**src/rtl/sine_seq_ctrl.sv**
```systemverilog
// Sequencer for the sine oscillator: issues clear/step strobes, captures each new
// sample and counts midscale rising crossings, continuous or in bursts of periods.
module sine_seq_ctrl #(
    parameter int DIV_W = 16,
    parameter int CNT_W = 8
) (
    input  logic             clk,
    input  logic             reset,
    input  logic             start,
    input  logic             stop,
    input  logic             burst,
    input  logic [DIV_W-1:0] div,
    input  logic [CNT_W-1:0] burst_len,
    input  logic [7:0]       sample_in,
    output logic             osc_clr,
    output logic             osc_en,
    output logic             sample_valid,
    output logic [7:0]       sample_out,
    output logic [CNT_W-1:0] period_cnt,
    output logic             busy,
    output logic             done,
    output logic [1:0]       dbg_state
);

    localparam logic [1:0] S_IDLE = 2'd0;
    localparam logic [1:0] S_CLR  = 2'd1;
    localparam logic [1:0] S_RUN  = 2'd2;

    // Handshake: start is a one-cycle request taken only in IDLE; stop aborts
    // from CLR/RUN on the next edge and beats a simultaneous start in IDLE.

    logic [1:0]       state;
    logic [DIV_W-1:0] div_l;
    logic [DIV_W-1:0] dcnt;
    logic [CNT_W-1:0] len_l;
    logic             burst_l;
    logic             cap_pend;
    logic             prev_msb;

    logic             rise;
    logic             inc;
    logic             term;
    logic [CNT_W-1:0] cnt_next;

    assign cnt_next  = period_cnt + 1'b1;
    assign rise      = cap_pend & ~prev_msb & sample_in[7];
    assign inc       = rise & (period_cnt != {CNT_W{1'b1}});
    // Burst end is decided in the capture cycle so a coinciding step is dropped.
    assign term      = (state == S_RUN) & burst_l & inc & (cnt_next == len_l);
    assign osc_en    = (state == S_RUN) & (dcnt == div_l) & ~term;
    assign osc_clr   = (state == S_CLR);
    assign busy      = (state != S_IDLE);
    assign dbg_state = state;

    always_ff @(posedge clk or posedge reset) begin
        if (reset) begin
            state        <= S_IDLE;
            div_l        <= '0;
            dcnt         <= '0;
            len_l        <= '0;
            burst_l      <= 1'b0;
            cap_pend     <= 1'b0;
            prev_msb     <= 1'b1;
            sample_valid <= 1'b0;
            sample_out   <= 8'd128;
            period_cnt   <= '0;
            done         <= 1'b0;
        end else begin
            done         <= 1'b0;
            sample_valid <= cap_pend;
            cap_pend     <= osc_en;
            if (cap_pend) begin
                sample_out <= sample_in;
                prev_msb   <= sample_in[7];
                if (inc) begin
                    period_cnt <= cnt_next;
                end
            end

            case (state)
                S_IDLE: begin
                    if (start && !stop) begin
                        div_l   <= div;
                        len_l   <= burst_len;
                        burst_l <= burst;
                        state   <= S_CLR;
                    end
                end
                S_CLR: begin
                    cap_pend     <= 1'b0;
                    sample_valid <= 1'b0;
                    sample_out   <= 8'd128;
                    period_cnt   <= '0;
                    dcnt         <= '0;
                    prev_msb     <= 1'b1;
                    if (stop) begin
                        state <= S_IDLE;
                    end else if (burst_l && (len_l == '0)) begin
                        state <= S_IDLE;
                        done  <= 1'b1;
                    end else begin
                        state <= S_RUN;
                    end
                end
                S_RUN: begin
                    dcnt <= (dcnt == div_l) ? '0 : dcnt + 1'b1;
                    if (stop) begin
                        state <= S_IDLE;
                    end else if (term) begin
                        state <= S_IDLE;
                        done  <= 1'b1;
                    end
                end
                default: state <= S_IDLE;
            endcase
        end
    end

endmodule

```
**config.mk**
```make
export PLATFORM = sky130hd
export DESIGN_NAME = sine_seq_ctrl
export DESIGN_NICKNAME = d
export VERILOG_FILES = /design/src/rtl/sine_seq_ctrl.sv
export SDC_FILE = /design/constraint.sdc
export NUM_CORES = 1
export LEC_CHECK = 0
export BUFFER_PORTS_ARGS = -buffer_cell sky130_fd_sc_hd__clkbuf_2
export CAP_MARGIN = 30
export CORE_MARGIN = 10
export CORE_UTILIZATION = 40
export CTS_BUF_LIST = sky130_fd_sc_hd__clkbuf_4
export DETAILED_ROUTE_END_ITERATION = 16
export GPL_TIMING_DRIVEN = 0
export PLACE_DENSITY = 0.57
export SYNTH_ARGS = -nofsm -noshare
export SYNTH_HDL_FRONTEND = slang
export SYNTH_SLANG_ARGS = --single-unit
```
**constraint.sdc**
```tcl
create_clock -name clk -period 4.4 [get_ports clk]
set_clock_uncertainty 0.15 [all_clocks]
set_input_delay 0.22 -clock clk [delete_from_list [all_inputs] [get_ports clk]]
set_output_delay 0.22 -clock clk [all_outputs]
set_load 0.01 [all_outputs]
```
==> results.py <==
metrics = {
    "outcome": {
        "outcome": "completed",
    },
    "cts": {
        "cts.clk_slew.worst_paths_ns": 0.12,
        "cts-resized-gates": 0,
        "cts_tree": "yes",
        "postCtsSetupBuffers": 0,
        "cts_max_path_buffers": 2,
        "numCtsBuffers": 9,
        "cts_max_level": 3,
        "cts_hold_buf": 36,
        "clock_sinks": 62,
        "cts_root_buf": "clkbuf_4",
        "clock_latency_ns": 0.41,
    },
    "final_layout": {
        "layout_common_cells": "dfrtp_1, clkbuf_2, dlygate4sd3_1",
        "stdcell_area_um2": 4141,
        "drive_gt1_share_pct": 28.47,
        "areaGrowthSynthToFinish_pct": 30.52,
        "final_common_cell": "dfrtp_1",
        "fin_cells": 506,
        "nNetsFinal": 441,
        "diodes": 0,
    },
    "grt": {
        "grt_pass1_vias": 2620,
        "grt_max_degree": 38,
        "grt_pass1_wl_mm": 12.83,
        "grt_overflow_total": 0,
        "antenna_found_initial": 0,
        "track_usage_pct": 13.47,
    },
    "placement": {
        "place_area_um2": 3616,
        "io_buffers": 59,
        "hpwl_mm": 5.461,
        "place_ws_ns": 1.775,
        "gp_congestion": 0.8559,
        "dpl.cell_count": 454,
    },
    "worst_setup_path": {
        "max_stage_delay_ns": 0.53,
        "cp_num_cells": 8,
        "crit_required_ns": 4.03,
        "r2r_end": "dbg_state[0]",
        "reg2reg_depth": 7,
        "critical_path.endpoint_type": "output pin",
        "cp-start-kind": "register",
        "path_delay_family": "simple AND/OR/NAND/NOR gates",
        "reg2reg_from": "period_cnt[0]",
        "worstSetupPathType": "register to output pin",
        "r2r_slack_ns": 1.86,
        "crit_fanout": 7,
        "critical_path.slowest_cell": "dfrtp_1",
        "crit_chain": "ha_1 -> nand3_2 -> or4_4 -> o21ai_2 -> o2111ai_2 -> o21ai_0 -> nor2_1 -> clkbuf_2",
        "cp_data_arrival_time_ns": 2.71,
        "critPathBufInv": 1,
    },
    "synth": {
        "netlist_instances": 292,
        "synthArstFlopShare_pct": 100.0,
        "synth_area_leaders": "dfrtp_1, mux2_2, xor2_1",
        "synth-edff-count": 0,
        "synth_top_area_cell": "dfrtp_1",
        "ys_seq_elements": 62,
        "postSynthAreaPerCell_um2": 10.87,
        "synth.yosys.seq_area_share_pct": 48.94,
        "synth.net_count": 334,
        "synth_top_area_share_pct": 48.11,
        "synthFlopType": "dfrtp_1",
        "yosysUniqueCellTypes": 49,
        "syn-cell-area_um2": 3173,
        "ys_warn_count": 0,
    },
    "detailed_routing": {
        "vias_per_cell": 5.036,
        "drtPass1Iterations": 4,
        "wl_per_cell_um": 14.94,
        "num_vias": 2548,
        "routed_wl_mm": 7.561,
        "postRouteAntennaNets": 0,
        "drt_iter0_markers": 86,
        "drc": 0,
    },
    "timing": {
        "min_period_ns": 3.082,
        "hold_viol": 0,
        "finalCritPeriodShare_pct": 70.05,
        "maxSlewHeadroom_pct": 47.37,
        "rsz0062_at_grt": "no",
        "tns_ns": 0,
        "drv_slew": 0,
        "fin_ws_ns": 1.318,
        "setup_viol": 0,
        "worstMarginPinSlew_ns": 0.7883,
        "fmax_ghz": 0.3244,
    },
    "floorplanning": {
        "core_um2": 7727,
        "initial_core_util_pct": 41.06,
        "dieArea_um2": 11900,
        "die-height_um": 109.1,
        "placementRows": 32,
        "fp.dieW_um": 109.1,
        "ios": 60,
    },
    "flow_run": {
        "maxCapViolations": 0,
    },
    "power": {
        "p_per_area_nw_per_um2": 433.2,
        "leakage_nw": 1.939,
        "power.total_w": 0.001794,
        "vdd_drop_max_mv": 0.2182,
    },
    "worst_hold_path": {
        "hp-class": "input pin to async pin",
    },
}
==> sequential cells by signal (all words and copies together), names as in the netlist <==
register and flops:
sample_valid 1, period_cnt 8, burst_l 1, div_l 16
done 1, dbg_state 2, cap_pend 1, sample_out 8
len_l 8, dcnt 16
==> report_power, final <==
| part | switching [W] | internal [W] | total [W] | leakage (nW) |
|---|---|---|---|---|
| Combinational | 0.000259 | 0.000263 | 0.000522 | 1.05 |
| Sequential | 0.000116 | 0.000696 | 0.000813 | 0.806 |
| Clock | 0.000227 | 0.000232 | 0.000459 | 0.0825 |
| Total | 0.000603 | 0.00119 | 0.00179 | 1.94 |
==> metal layers <==
metal	part of all wire, %	up-vias	GRT usage (%)
met5	0	-	0
met4	1.3	0	5.273
met3	5.4	11	3.422
met2	48	67	22.19
met1	45	1210	16.52
li1	-	1260	-
==> stage by stage <==
| stage | hold WS [ns] | util [%] |
|---|---|---|
| finish | 0.3511 | 53.59 |
| floorplan | 0.1330 | - |
| detailed placement | 0.2529 | 46.79 |
| global route | 0.3573 | 53.59 |
| CTS | 0.3518 | 53.59 |
| global placement | 0.2561 | 46.54 |
==> worst max path at each step <==
stage / end / slack, ns / startpoint
floorplan: osc_en / 2.10 / period_cnt[0]
global placement: sample_out[3] / 1.67 / reset
detailed placement: osc_en / 1.77 / period_cnt[0]
CTS: osc_en / 1.32 / period_cnt[0]
global route: osc_en / 1.15 / period_cnt[0]
finish: osc_en / 1.32 / period_cnt[0]
==> layout make-up <==
type,instances,area [um^2]
inverter,8,30.03
clock buffer,9,67.56
sequential,62,1553
fill,727,3586
buffer,13,61.31
clock inverter,7,97.59
tap,102,127.6
timing repair buffer,96,675.6
multi-input combinational,209,1529
==> cells in the mapped netlist, types with 8 or more instances <==
cell type  number
dfrtp_1        61
nor2_1         29
xor2_1         29
mux2_2         26
o21ai_0        16
nand2_1        15
mux2i_1        10
and3_1          9
inv_1           8
nand3_1         8
==> kinds of logic after synthesis <==
family / count (synthesis) / share of synthesized area, %
and+or+nand+nor: 91 / 14.83
DFF: 62 / 48.94
AOI/OAI and AO/OA: 42 / 9.346
muxes: 36 / 12.38
xor gates and xnor gates: 35 / 9.661
buffers and inverters: 21 / 2.878
adders and majority gates: 5 / 1.972
==> worst register-to-register path: stages, from the launching register on <==
cell       delay, ns
dfrtp_1         0.53
ha_1            0.33
nand3_2         0.18
or4_4           0.52
o21ai_2         0.09
o2111ai_2       0.19
o2111ai_1       0.27
o221ai_1        0.16
Note: power is estimated with default switching activity, not from simulation.
